`src/rtl/load_store_unit.sv`:
```
// RV32I load/store unit: turns an ALU effective address into a ready-handshaked
// data-memory access, with lane steering, load extension and fault reporting.
module load_store_unit #(
   parameter int unsigned TIMEOUT_CYCLES = 255,
   parameter int unsigned CNT_W          = 8
) (
   input  logic        clk,
   input  logic        rst,
   input  logic        req_valid,
   input  logic        req_store,
   input  logic [2:0]  req_funct3,
   input  logic [31:0] req_addr,
   input  logic [31:0] req_wdata,
   output logic        lsu_stall,
   output logic        lsu_done,
   output logic [31:0] lsu_rdata,
   output logic        lsu_err,
   output logic [1:0]  lsu_err_code,
   output logic        mem_req,
   output logic        mem_we,
   output logic [31:0] mem_addr,
   output logic [3:0]  mem_be,
   output logic [31:0] mem_wdata,
   input  logic        mem_ready,
   input  logic [31:0] mem_rdata
);

   localparam logic [1:0] IDLE = 2'd0;
   localparam logic [1:0] REQ  = 2'd1;
   localparam logic [1:0] DONE = 2'd2;

   localparam logic [1:0] CODE_NONE    = 2'b00;
   localparam logic [1:0] CODE_MISALGN = 2'b01;
   localparam logic [1:0] CODE_TIMEOUT = 2'b10;
   localparam logic [1:0] CODE_ILLEGAL = 2'b11;

   logic [1:0]       state_q, state_d;
   logic [CNT_W-1:0] cnt_q, cnt_d;
   logic             store_q, store_d;
   logic [2:0]       funct3_q, funct3_d;
   logic [31:0]      addr_q, addr_d;
   logic [3:0]       be_q, be_d;
   logic [31:0]      wdata_q, wdata_d;
   logic [31:0]      rdata_q, rdata_d;
   logic [1:0]       code_q, code_d;

   logic             f3_legal;
   logic             misaligned;
   logic [3:0]       be_new;
   logic [31:0]      wdata_new;
   logic [7:0]       ld_byte;
   logic [15:0]      ld_half;
   logic [31:0]      ld_ext;
   logic             timeout_hit;

   // funct3[1:0] encodes the access size for both loads and stores.
   always_comb begin
      if (req_store) begin
         f3_legal = (req_funct3 == 3'b000) || (req_funct3 == 3'b001) || (req_funct3 == 3'b010);
      end else begin
         f3_legal = (req_funct3 == 3'b000) || (req_funct3 == 3'b001) ||
                    (req_funct3 == 3'b010) || (req_funct3 == 3'b100) ||
                    (req_funct3 == 3'b101);
      end
      misaligned = ((req_funct3[1:0] == 2'b01) && req_addr[0]) ||
                   ((req_funct3[1:0] == 2'b10) && (req_addr[1:0] != 2'b00));
   end

   always_comb begin
      be_new    = 4'b1111;
      wdata_new = req_wdata;
      if (req_store) begin
         case (req_funct3[1:0])
            2'b00: begin
               be_new    = 4'b0001 << req_addr[1:0];
               wdata_new = {4{req_wdata[7:0]}};
            end
            2'b01: begin
               be_new    = req_addr[1] ? 4'b1100 : 4'b0011;
               wdata_new = {2{req_wdata[15:0]}};
            end
            default: begin
               be_new    = 4'b1111;
               wdata_new = req_wdata;
            end
         endcase
      end
   end

   always_comb begin
      case (addr_q[1:0])
         2'b00:   ld_byte = mem_rdata[7:0];
         2'b01:   ld_byte = mem_rdata[15:8];
         2'b10:   ld_byte = mem_rdata[23:16];
         default: ld_byte = mem_rdata[31:24];
      endcase
      ld_half = addr_q[1] ? mem_rdata[31:16] : mem_rdata[15:0];
      case (funct3_q)
         3'b000:  ld_ext = {{24{ld_byte[7]}}, ld_byte};
         3'b100:  ld_ext = {24'b0, ld_byte};
         3'b001:  ld_ext = {{16{ld_half[15]}}, ld_half};
         3'b101:  ld_ext = {16'b0, ld_half};
         default: ld_ext = mem_rdata;
      endcase
   end

   assign timeout_hit = (TIMEOUT_CYCLES != 0) && (cnt_q == CNT_W'(TIMEOUT_CYCLES - 1));

   always_comb begin
      state_d  = state_q;
      cnt_d    = cnt_q;
      store_d  = store_q;
      funct3_d = funct3_q;
      addr_d   = addr_q;
      be_d     = be_q;
      wdata_d  = wdata_q;
      rdata_d  = rdata_q;
      code_d   = code_q;
      case (state_q)
         IDLE: begin
            if (req_valid) begin
               store_d  = req_store;
               funct3_d = req_funct3;
               addr_d   = req_addr;
               be_d     = be_new;
               wdata_d  = wdata_new;
               rdata_d  = 32'b0;
               cnt_d    = '0;
               // Illegal funct3 is reported ahead of misalignment.
               if (!f3_legal) begin
                  state_d = DONE;
                  code_d  = CODE_ILLEGAL;
               end else if (misaligned) begin
                  state_d = DONE;
                  code_d  = CODE_MISALGN;
               end else begin
                  state_d = REQ;
                  code_d  = CODE_NONE;
               end
            end
         end
         REQ: begin
            if (mem_ready) begin
               state_d = DONE;
               rdata_d = store_q ? 32'b0 : ld_ext;
               code_d  = CODE_NONE;
            end else if (timeout_hit) begin
               state_d = DONE;
               rdata_d = 32'b0;
               code_d  = CODE_TIMEOUT;
            end else begin
               cnt_d = cnt_q + 1'b1;
            end
         end
         DONE:    state_d = IDLE;
         default: state_d = IDLE;
      endcase
   end

   always_ff @(posedge clk) begin
      if (rst) begin
         state_q  <= IDLE;
         cnt_q    <= '0;
         store_q  <= 1'b0;
         funct3_q <= 3'b0;
         addr_q   <= 32'b0;
         be_q     <= 4'b0;
         wdata_q  <= 32'b0;
         rdata_q  <= 32'b0;
         code_q   <= CODE_NONE;
      end else begin
         state_q  <= state_d;
         cnt_q    <= cnt_d;
         store_q  <= store_d;
         funct3_q <= funct3_d;
         addr_q   <= addr_d;
         be_q     <= be_d;
         wdata_q  <= wdata_d;
         rdata_q  <= rdata_d;
         code_q   <= code_d;
      end
   end

   // Memory-side outputs are forced to zero outside REQ so the bus idles cleanly.
   always_comb begin
      mem_req      = (state_q == REQ);
      mem_we       = mem_req & store_q;
      mem_addr     = mem_req ? {addr_q[31:2], 2'b00} : 32'b0;
      mem_be       = mem_req ? be_q : 4'b0;
      mem_wdata    = mem_req ? wdata_q : 32'b0;
      lsu_done     = (state_q == DONE);
      lsu_stall    = mem_req | ((state_q == IDLE) & req_valid);
      lsu_rdata    = lsu_done ? rdata_q : 32'b0;
      lsu_err_code = lsu_done ? code_q : CODE_NONE;
      lsu_err      = lsu_done & (code_q != CODE_NONE);
   end

endmodule

```
`config.mk`:
```
export PLATFORM = sky130hd
export DESIGN_NAME = load_store_unit
export DESIGN_NICKNAME = d
export VERILOG_FILES = /design/src/rtl/load_store_unit.sv
export SDC_FILE = /design/constraint.sdc
export NUM_CORES = 1
export LEC_CHECK = 0
export BUFFER_PORTS_ARGS = -buffer_cell sky130_fd_sc_hd__buf_2
export CAP_MARGIN = 15
export CORE_UTILIZATION = 29
export DETAILED_ROUTE_END_ITERATION = 8
export GPL_ROUTABILITY_DRIVEN = 0
export PLACE_DENSITY_LB_ADDON = 0.25
export SLEW_MARGIN = 15
export SYNTH_ARGS = -nofsm -noshare
export SYNTH_HDL_FRONTEND = slang
export SYNTH_SLANG_ARGS = --single-unit
```
`constraint.sdc`:
```
create_clock -name clk -period 2.7 [get_ports clk]
set_clock_uncertainty 0.2 [all_clocks]
set_input_delay 0.54 -clock clk [delete_from_list [all_inputs] [get_ports clk]]
set_output_delay 0.54 -clock clk [all_outputs]
set_load 0.05 [all_outputs]
```
After elaboration in Yosys (flattened, before gate mapping)
Cells that the tools add are included.
W data, S select, Z words.
{"block": "totals", "ff_bits": 116, "input_bits": 104, "output_inout_bits": 107}
{"block": "op_classes", "n_addsub": 1, "n_eq_ne": 18, "n_shift": 1, "mux": 34, "n_bitwise": 4, "n_reduce_logical": 19}
{"cell": "$mux W32", "n": 8}
{"cell": "$pmux W32 S2", "n": 2}
{"cell": "$pmux W32 S4", "n": 1}
{"cell": "$mux W8", "n": 3}
{"cell": "$pmux W8 S3", "n": 1}
{"cell": "$mux W2", "n": 9}
{"cell": "$mux W16", "n": 1}
{"cell": "$pmux W8 S2", "n": 1}
{"cell": "$eq A3 B3 Y1 const B", "n": 4}
{"cell": "$mux W4", "n": 3}
{"cell": "$add A8 B1 Y8 const B", "n": 1}
{"cell": "$eq A8 B8 Y1 const B", "n": 1}
{"cell": "$pmux W2 S2", "n": 2}
{"cell": "$pmux W4 S2", "n": 1}
{"cell": "$eq A2 B1 Y1 const B", "n": 3}
{"cell": "$eq A2 B2 Y1 const B", "n": 3}
{"cell": "$eq A3 B1 Y1 const B", "n": 2}
{"cell": "$logic_not A2 Y1", "n": 3}
{"cell": "$logic_not A3 Y1", "n": 2}
{"cell": "$ne A2 B2 Y1 const B", "n": 3}
{"cell": "$reduce_bool A2 Y1", "n": 3}
{"cell": "$logic_or A1 B1 Y1", "n": 5}
{"cell": "$reduce_and A2 Y1", "n": 2}
{"cell": "$reduce_and A4 Y1", "n": 1}
{"cell": "other kinds (8)", "n": 12}

Logic depth before layout (Yosys ltp)
Gate-level depths: netlist of the first run.
{"block": "depth", "word_depth": 9, "ltp_mapped": 9, "ltp_nobuf": 6}

Worst setup path after synthesis of the first run
No wires, ideal clock.
{"block": "synth_path", "kind": "flip-flop to output port", "start": "register state_q[1]", "end": "output lsu_rdata[22]", "arrival_ps": 1804, "path_slack_ps": 156, "stages_incl_launch_ff": 5, "n_path_buf": 1, "cell_sequence": "dfxtp_1 -> inv_1 -> nor2_1 -> clkbuf_1 -> and2_1"}
{"block": "synth_between", "elab_chain_cells": 2}
{"item": "from (decl)", "line_no": "37", "rtl": "logic [1:0] state_q, state_d;"}
{"item": "from (signal assigned)", "line_no": "172", "rtl": "state_q <= state_d;"}
{"item": "$eq A2 B2 Y1", "line_no": "191", "rtl": "lsu_done = (state_q == DONE);"}
{"item": "via lsu_done", "line_no": "15", "rtl": "output logic lsu_done,"}
{"item": "$mux W32", "line_no": "193", "rtl": "lsu_rdata = lsu_done ? rdata_q : 32'b0;"}
{"item": "to (decl)", "line_no": "16", "rtl": "output logic [31:0] lsu_rdata,"}
The timed path passes the listed nets, and every way through them passes these cells.

Worst setup path after layout of the first run
{"block": "layout_path", "start": "register state_q[0]", "end": "output mem_addr[10]"}
{"block": "layout_between", "elab_chain_cells": 2}
{"item": "$eq A2 B1 Y1", "line_no": "186", "rtl": "mem_req = (state_q == REQ);"}
{"item": "$mux W32", "line_no": "188", "rtl": "mem_addr = mem_req ? {addr_q[31:2], 2'b00} : 32'b0;"}
{"item": "to (decl)", "line_no": "21", "rtl": "output logic [31:0] mem_addr,"}
Every way passes these cells.

==> results.yml, run 1 <==
status:
  outcome: "finished, final reports clean"
setup_path:
  worstReg2RegStart: "cnt_q[0]"
  worst_setup_path_end_kind: "output pin"
  critPathMaxFanout: 43
  startpoint_type_of_the_worst_setup_path: "flop"
  cp.buffers_inverters: 3
  worstSetupPathType: "reg2out"
  cpPeakStageDelay_ns: 0.45
  worstRegToRegCells: 7
  r2r_setup_slack_ns: 0.45
  reg2reg_to: "rdata_q[28]"
  crit_arrival_ns: 1.80
  timing.critical_path.slowest_stage_cell: "dfxtp_2"
  critical-path-top-delay-family: "buffers and inverters"
  cells_along_the_critical_path: "nand2b_4 -> inv_4 -> buf_12 -> and2_1 -> buf_2"
  crit_required_ns: 1.96
final_layout:
  multi_input_comb_area_um2: 3160
  finish.net_count: 991
  layout.cells.most_common_list: "208 x buf_2, 134 x nand2_1, 115 x dfxtp_1, 101 x and2_1, 73 x a21oi_1"
  n_fill_cell: 2056
  area_growth_syn_to_layout_pct: 31.5
  layout.cells.non_filler: 1162
  layout-drive-gt1-share_pct: 30.7
  layout.cells.most_common: "buf_2"
  seqCellArea_um2: 2320
  fin_util_pct: 39.0
clock_tree:
  clockBufferDepth: 2
  library_cell_used_as_clock_root_buffer: "clkbuf_16"
  clock_latency_ns: 0.41
  numCtsBuffers: 17
  cts.htree.levels: 4
  cts_num_sinks: 116
  cts.clk_slew.worst_paths_ns: 0.05
  cts.repair_timing.setup_buffer_count: 0
  tritoncts_clock_tree: "done"
logic_synthesis:
  most_instantiated_flip_flop_cell_in_the_synthesis_netlist: "dfxtp_1"
  synthesis.yosys.warnings: 0
  yosysTopAreaCellShare_pct: 40.2
  netlist_area_um2: 5770
  syn_avg_cell_area_um2: 8.17
  synth-async-reset-ratio_pct: 0
  synth_top_cell_by_area: "dfxtp_1"
  synth_top_cells_by_area: "dfxtp_1 40%, and2_1 11%, nand2_1 8.7%"
  gate_count_after_technology_mapping: 706
  synth-edff-count: 0
  synth.distinct_cells: 58
  synth-seq-area-share_pct: 40.2
  ys_ff_latch: 116
drt:
  top_layer: "met5"
  route.layer.met1.wl_um: 8250
  final_antenna_net_count: 0
  detail_route.wl_per_cell_um: 14.8
  met3_wirelength_um: 1040
  drt_wl_total_um: 17100
  violation_count_after_the_first_detailed_route_iteration: 263
  met2WireLength_um: 7740
  firstDrtPassIters: 4
  post-route-drc-count: 0
  route.vias.total: 5542
  drt-vias-per-instance: 4.77
power_and_ir_drop:
  static-leakage-power_uw: 0.00340
  power.ir.vdd_worst_mv: 0.422
  powerDensity_nw_per_um2: 626
global_route:
  globalRoute.totalOverflow: 0
  largest_net_degree_at_the_start_of_global_routing: 85
  number_of_antenna_violations_at_the_first_check_in_global_routing: 2
  grt_first_pass_wirelength_um: 27200
  grt_util_all_layers_pct: 17.2
  grt_pass1_vias: 5175
sta:
  grt_setup_unrepaired: "no"
  fmax_mhz: 394
  period_needed_ns: 2.54
  tns_ns: 0
  worst_slew_pin_slew_ns: 0.852
  finalSetupViolations: 0
  timing_max_transition_violations_final: 0
  finalCritPeriodShare_pct: 94.0
  hold_viol: 0
  timing.max_slew.rel_slack_pct: 42.8
placed_design:
  inst_count_dp: 1131
  detailed_place_hpwl_um: 11800
  portBuffers: 208
worst_hold_path:
  min_delay_worst_endpoint: "addr_q[10]"
  hold_class: "in2reg"
  holdPathStages: 3
  hold_path_startpoint: "req_addr[10]"
die:
  die_h_um: 143
  die_area_um2: 20500
  initial_core_util_pct: 29.6
  core.rowCount: 51
  area_of_the_placeable_core_um2: 19500
  die_x_um: 143
  ioPinCount: 211
job:
  cap_viol_max_count: 0
## routing by layer
layer,vias up,global-route usage (%)
li1,2816,-
met1,2556,22.6
met2,160,27.3
met3,8,5.70
met4,2,3.90
met5,-,0
## synthesized netlist by cell type (8+ instances only)
library cell  count
a221o_1          17
a211oi_1         10
clkbuf_1         38
a21oi_1          73
mux2i_1          21
nand2b_1         11
and2_1          101
mux2_2            8
nor2_1           25
buf_2            15
nand2_1         134
a32o_1            8
dfxtp_1         116
o211ai_1         20
o21ai_0          16
nor2b_1           8
## metrics by stage
stage / setup slack (ns) / hold slack, ns / area, µm² / total power [µW]
global placement: 0.355 / 0.236 / 7000 / 2580
CTS: 0.0270 / 0.143 / 7580 / 4830
global route: 0.0184 / 0.146 / 7580 / 4980
finish: 0.162 / 0.168 / 7590 / 4750
floorplan: 0.156 / 0.224 / 5770 / 2350
detailed placement: 0.334 / 0.241 / 7000 / 2580
## area by class of cell
class                   count  area share (%)
repair buffers            221            15.4
flip-flops and latches    116            30.6
diodes                      1          0.0330
clock buffers              20            6.15
clock inverters            10            1.42
inverters                   6           0.330
multi-input cells         523            41.7
well taps                 265            4.37
## cells by family (layout without fill, tap and decap cells)
family | count (synthesis) | in the layout | synth area share [%]
DFF | 116 | 116 | 40.2
other | 1 | 3 | 0.0650
AOI/OAI and AO/OA | 178 | 178 | 20.9
adders and majority gates | 2 | 2 | 0.434
and+or+nand+nor | 310 | 310 | 27.3
muxes | 31 | 31 | 5.79
buffers and inverters | 68 | 257 | 5.27
## tightest hold or removal path: stages
cell and delay [ns]:
buf_2 0.09, nand2_1 0.04, a21oi_1 0.05
## power by group
part | internal (µW) | total, µW | switching [µW]
registers | 1810 | 1880 | 63.6
clock network | 1410 | 2210 | 797
logic | 244 | 669 | 425
## state kept, by name, indices dropped and copies added (netlist names)
register  flops
addr_q       32
rdata_q      32
funct3_q      3
code_q        2
be_q          4
state_q       2
cnt_q         8
store_q       1
wdata_q      32
## worst max path at each step
stage | start | to | slack (ns) | depth (start not counted)
after floorplan | state_q[1] | lsu_rdata[22] | 0.16 | 4
after global placement | state_q[0] | mem_addr[27] | 0.36 | 5
final | state_q[0] | mem_addr[10] | 0.16 | 5
after global routing | state_q[0] | mem_we | 0.02 | 5
after detailed placement | state_q[0] | mem_addr[27] | 0.33 | 5
after CTS | state_q[0] | mem_addr[27] | 0.03 | 5
## timing repair
item | in CTS | in global routing
endpoints found under the setup margin | 55 | 78
hold buffers | 0 | 0
resized for setup | 1 | 3
Power figures use the tool's default switching activity.
==> run 2: changes to the inputs <==
--- a/config.mk
+++ b/config.mk
@@ -8,6 +8,7 @@
 export BUFFER_PORTS_ARGS = -buffer_cell sky130_fd_sc_hd__buf_2
 export CAP_MARGIN = 15
 export CORE_UTILIZATION = 29
+export CTS_BUF_LIST = sky130_fd_sc_hd__clkbuf_16
 export DETAILED_ROUTE_END_ITERATION = 8
 export GPL_ROUTABILITY_DRIVEN = 0
 export PLACE_DENSITY_LB_ADDON = 0.25
==> results.yml, run 2 (same netlist as run 1, synthesis figures left out) <==
clock_tree:
  library_cell_used_as_clock_root_buffer: "clkbuf_16"
  numCtsBuffers: 17
  cts_num_sinks: 116
  cts.repair_timing.setup_buffer_count: 0
  clock_latency_ns: 0.40
  tritoncts_clock_tree: "done"
  clockBufferDepth: 2
  cts.clk_slew.worst_paths_ns: 0.05
  cts.htree.levels: 4
final_layout:
  layout.cells.most_common: "buf_2"
  layout-drive-gt1-share_pct: 30.4
  top_regs: "addr_q (32), rdata_q (32), wdata_q (32)"
  n_fill_cell: 2058
  layout.cells.most_common_list: "208 x buf_2, 134 x nand2_1, 115 x dfxtp_1, 101 x and2_1, 73 x a21oi_1"
  seqCellArea_um2: 2320
  area_growth_syn_to_layout_pct: 31.0
  multi_input_comb_area_um2: 3160
  finish.net_count: 991
die:
  core.rowCount: 51
  ioPinCount: 211
  initial_core_util_pct: 29.6
  area_of_the_placeable_core_um2: 19500
  die_h_um: 143
  die_x_um: 143
  die_area_um2: 20500
global_route:
  number_of_antenna_violations_at_the_first_check_in_global_routing: 2
  grt_pass1_vias: 5162
  grt_util_all_layers_pct: 17.2
  grt_first_pass_wirelength_um: 27100
  globalRoute.totalOverflow: 0
  largest_net_degree_at_the_start_of_global_routing: 85
placed_design:
  detailed_place_hpwl_um: 11800
  pre_cts_slack_ns: 0.334
  portBuffers: 208
setup_path:
  cells_along_the_critical_path: "nand2b_4 -> inv_4 -> buf_12 -> and2_1 -> buf_2"
  worst_setup_path_end_kind: "output pin"
  startpoint_type_of_the_worst_setup_path: "flop"
  timing.critical_path.slowest_stage_cell: "dfxtp_2"
  worstSetupPathType: "reg2out"
  crit_required_ns: 1.96
  crit_arrival_ns: 1.80
  cpPeakStageDelay_ns: 0.45
  critPathMaxFanout: 43
power_and_ir_drop:
  powerDensity_nw_per_um2: 617
  power.ir.vdd_worst_mv: 0.423
  static-leakage-power_uw: 0.00338
status:
  outcome: "finished, final reports clean"
sta:
  worst_slew_pin_slew_ns: 0.864
  period_needed_ns: 2.54
  timing.max_slew.rel_slack_pct: 42.0
  fmax_mhz: 394
  finalCritPeriodShare_pct: 93.9
  hold_viol: 0
  tns_ns: 0
  timing_max_transition_violations_final: 0
  finalSetupViolations: 0
  layout_setup_ws_ns: 0.165
  grt_setup_unrepaired: "no"
drt:
  final_antenna_net_count: 0
  firstDrtPassIters: 5
  violation_count_after_the_first_detailed_route_iteration: 271
  drt-vias-per-instance: 4.75
  route.vias.total: 5521
  drt_wl_total_um: 17100
  detail_route.wl_per_cell_um: 14.7
  post-route-drc-count: 0
job:
  cap_viol_max_count: 0
worst_hold_path:
  hold_class: "in2reg"
==> run 2: changes by cell type in the layout (fill, tap and decap cells not counted) <==
cell / previous run / this run
clkinv_1: 0 / 3
clkbuf_8: 3 / 0
==> run 2: metal layers <==
| metal | part of all wire, % | global-route usage, % | vias up |
|---|---|---|---|
| met5 | 0.099 | 0 | - |
| met4 | 0.73 | 3.90 | 2 |
| met3 | 5.9 | 5.70 | 9 |
| met2 | 45 | 26.9 | 157 |
| met1 | 48 | 22.7 | 2542 |
| li1 | - | - | 2811 |
==> run 2: metrics by stage <==
step                      instances  power, µW  utilization, %  area [µm²]  hold WS, ns
final                          1162       4660            38.8        7560        0.169
after global placement         1131       2580            36.0        7000        0.236
after floorplan                 707       2350               -        5770        0.224
after global routing           1161       4890            38.8        7550        0.146
after CTS                      1161       4730            38.8        7550        0.144
after detailed placement       1131       2580            36.0        7000        0.241
==> run 2: critical path: cells and delay by family, from the launching register on <==
kind | cells | cell delay, ns
buffers and inverters | 3 | 0.66
DFF | 1 | 0.45
and+or+nand+nor | 2 | 0.26
==> run 2: final cells by class <==
class,instances,share of cell area (%)
Antenna cell,1,0.0331
Tap cell,265,4.39
Clock inverter,13,1.57
Sequential cell,116,30.7
Inverter,6,0.331
Multi-Input combinational cell,523,41.9
Timing Repair Buffer,221,15.4
Clock buffer,17,5.63
==> run 2: worst paths after layout <==
check,end,start,slack (ns),cells past startpoint
setup / recovery,mem_addr[10],state_q[0],0.16,5
hold / removal,addr_q[18],req_addr[18],0.17,3
setup reg to reg,rdata_q[28],cnt_q[0],0.46,7
hold reg to reg,addr_q[27],addr_q[27],0.25,2
==> run 2: where the power goes <==
part           internal [µW]  leakage [µW]  switching, µW  total (µW)
clock                   1330      0.000262            791        2120
sequential              1810      0.000949           63.3        1880
combinational            244       0.00217            424         668
==> run 2: what timing repair did <==
item,4_1_cts,5_1_grt
hold endpoints to repair,0,0
gates resized for setup,1,3
hold buffers,0,0
setup endpoints to repair,55,75
==> run 3: changes to the inputs <==
--- a/config.mk
+++ b/config.mk
@@ -11,7 +11,6 @@
 export CTS_BUF_LIST = sky130_fd_sc_hd__clkbuf_16
 export DETAILED_ROUTE_END_ITERATION = 8
 export GPL_ROUTABILITY_DRIVEN = 0
-export PLACE_DENSITY_LB_ADDON = 0.25
 export SLEW_MARGIN = 15
 export SYNTH_ARGS = -nofsm -noshare
 export SYNTH_HDL_FRONTEND = slang
==> results.yml, run 3 (same netlist as run 1, synthesis figures left out) <==
global_route:
  grt_first_pass_wirelength_um: 27000
  grt_util_all_layers_pct: 17.0
  largest_net_degree_at_the_start_of_global_routing: 85
  globalRoute.totalOverflow: 0
  grt_pass1_vias: 5136
  number_of_antenna_violations_at_the_first_check_in_global_routing: 1
setup_path:
  startpoint_type_of_the_worst_setup_path: "flop"
  worstRegToRegCells: 7
  reg2reg_to: "rdata_q[30]"
  crit_required_ns: 1.96
  crit_arrival_ns: 1.78
  worst_setup_path_end_kind: "output pin"
  worstReg2RegStart: "cnt_q[0]"
  worstSetupPathType: "reg2out"
  critPathMaxFanout: 33
  r2r_setup_slack_ns: 0.49
final_layout:
  fin_util_pct: 39.0
  layout.cells.most_common_list: "208 x buf_2, 134 x nand2_1, 115 x dfxtp_1, 101 x and2_1, 73 x a21oi_1"
  layout.cells.most_common: "buf_2"
  top_regs: "addr_q (32), rdata_q (32), wdata_q (32)"
  layout-drive-gt1-share_pct: 30.1
  area_growth_syn_to_layout_pct: 31.6
  finish.net_count: 991
placed_design:
  portBuffers: 208
  detailed_place_hpwl_um: 11800
sta:
  period_needed_ns: 2.52
  hold_viol: 0
  worst_slew_pin_slew_ns: 0.771
  fmax_mhz: 396
  finalSetupViolations: 0
  tns_ns: 0
  worst_slack_on_hold_paths_ns: 0.161
  timing.max_slew.rel_slack_pct: 47.9
  finalCritPeriodShare_pct: 93.5
  timing_max_transition_violations_final: 0
  grt_setup_unrepaired: "no"
power_and_ir_drop:
  power.ir.vdd_worst_mv: 0.441
  post-layout-total-power_uw: 4750
  netSwitchingPower_uw: 1270
  powerDensity_nw_per_um2: 626
  power.switching_fraction_pct: 26.8
  share_seq_of_total_power_pct: 39.4
  clock_power_share_pct: 46.5
  power.share.combinational_pct: 14.1
  static-leakage-power_uw: 0.00341
  p_int_uw: 3480
clock_tree:
  cts.htree.levels: 4
  cts.clk_slew.worst_paths_ns: 0.05
  clock_latency_ns: 0.41
  numCtsBuffers: 17
  cts.repair_timing.setup_buffer_count: 0
  clockBufferDepth: 2
  library_cell_used_as_clock_root_buffer: "clkbuf_16"
  tritoncts_clock_tree: "done"
  cts_num_sinks: 116
drt:
  final_antenna_net_count: 0
  drt-vias-per-instance: 4.80
  route.vias.total: 5582
  firstDrtPassIters: 5
  violation_count_after_the_first_detailed_route_iteration: 322
  detail_route.wl_per_cell_um: 14.7
  drt_wl_total_um: 17100
  post-route-drc-count: 0
status:
  outcome: "finished, final reports clean"
die:
  core.rowCount: 51
  initial_core_util_pct: 29.6
  die_area_um2: 20500
  die_h_um: 143
  area_of_the_placeable_core_um2: 19500
  die_x_um: 143
  ioPinCount: 211
job:
  cap_viol_max_count: 0
worst_hold_path:
  min_delay_worst_endpoint: "addr_q[6]"
  hold_path_startpoint: "req_addr[6]"
  hold_class: "in2reg"
  holdPathStages: 3
[run 3: cell count changes in the layout (fill, tap and decap cells not counted), sizes merged]
cell	change
bufinv	+1
clkinv	-2
clkinvlp	-1
inv	+3
[run 3: metrics by stage]
step                setup slack, ns  cells  cell area (µm²)
floorplan                     0.156    707             5770
global placement              0.539   1131             7010
detailed placement            0.502   1131             7010
CTS                          0.0840   1162             7590
global route                 0.0539   1162             7590
finish                        0.176   1163             7590
[run 3: area by class of cell]
class	instances	area, µm²
multi-input combinational	523	3160
inverter	6	22.5
fill	2025	11900
clock buffer	17	425
antenna	1	2.50
sequential	116	2320
timing repair buffer	221	1180
clock inverter	14	148
tap	265	332
[run 3: how the worst max path moves through the flow]
stage | start | endpoint | slack, ns | cells after the start
2_1_floorplan | state_q[1] | lsu_rdata[22] | 0.16 | 4
3_3_place_gp | req_valid | lsu_stall | 0.54 | 4
3_5_place_dp | mem_rdata[31] | rdata_q[13] | 0.50 | 5
4_1_cts | state_q[1] | lsu_rdata[7] | 0.08 | 5
5_1_grt | state_q[1] | lsu_rdata[3] | 0.05 | 5
6_report | state_q[1] | lsu_rdata[7] | 0.18 | 5
[run 3: worst max-delay path, stage by stage (launching register included)]
cell	delay, ns
dfxtp_1	0.41
inv_1	0.10
nor2_1	0.18
buf_6	0.23
and2_1	0.17
buf_2	0.26
[run 3: routing by layer]
metal	vias up	wire length, µm	global-route usage (%)
li1	2816	-	-
met1	2566	8100	22.4
met2	181	7540	26.1
met3	19	1190	4.96
met4	0	293	6.45
met5	-	0	0
[run 3: power groups by stage]
| stage | sequential [µW] | combinational, µW | clock (µW) |
|---|---|---|---|
| 2_1_floorplan | 1880 | 467 | 0 |
| 3_3_place_gp | 1900 | 668 | 0 |
| 3_5_place_dp | 1910 | 673 | 0 |
| 4_1_cts | 1870 | 676 | 2270 |
| 5_1_grt | 1880 | 742 | 2340 |
| 6_report | 1870 | 671 | 2210 |
[run 3: what timing repair did]
item                                   CTS  global route
setup endpoints to repair                0            17
hold buffers                             0             0
gates resized for setup                  0             2
endpoints found under the hold margin    0             0
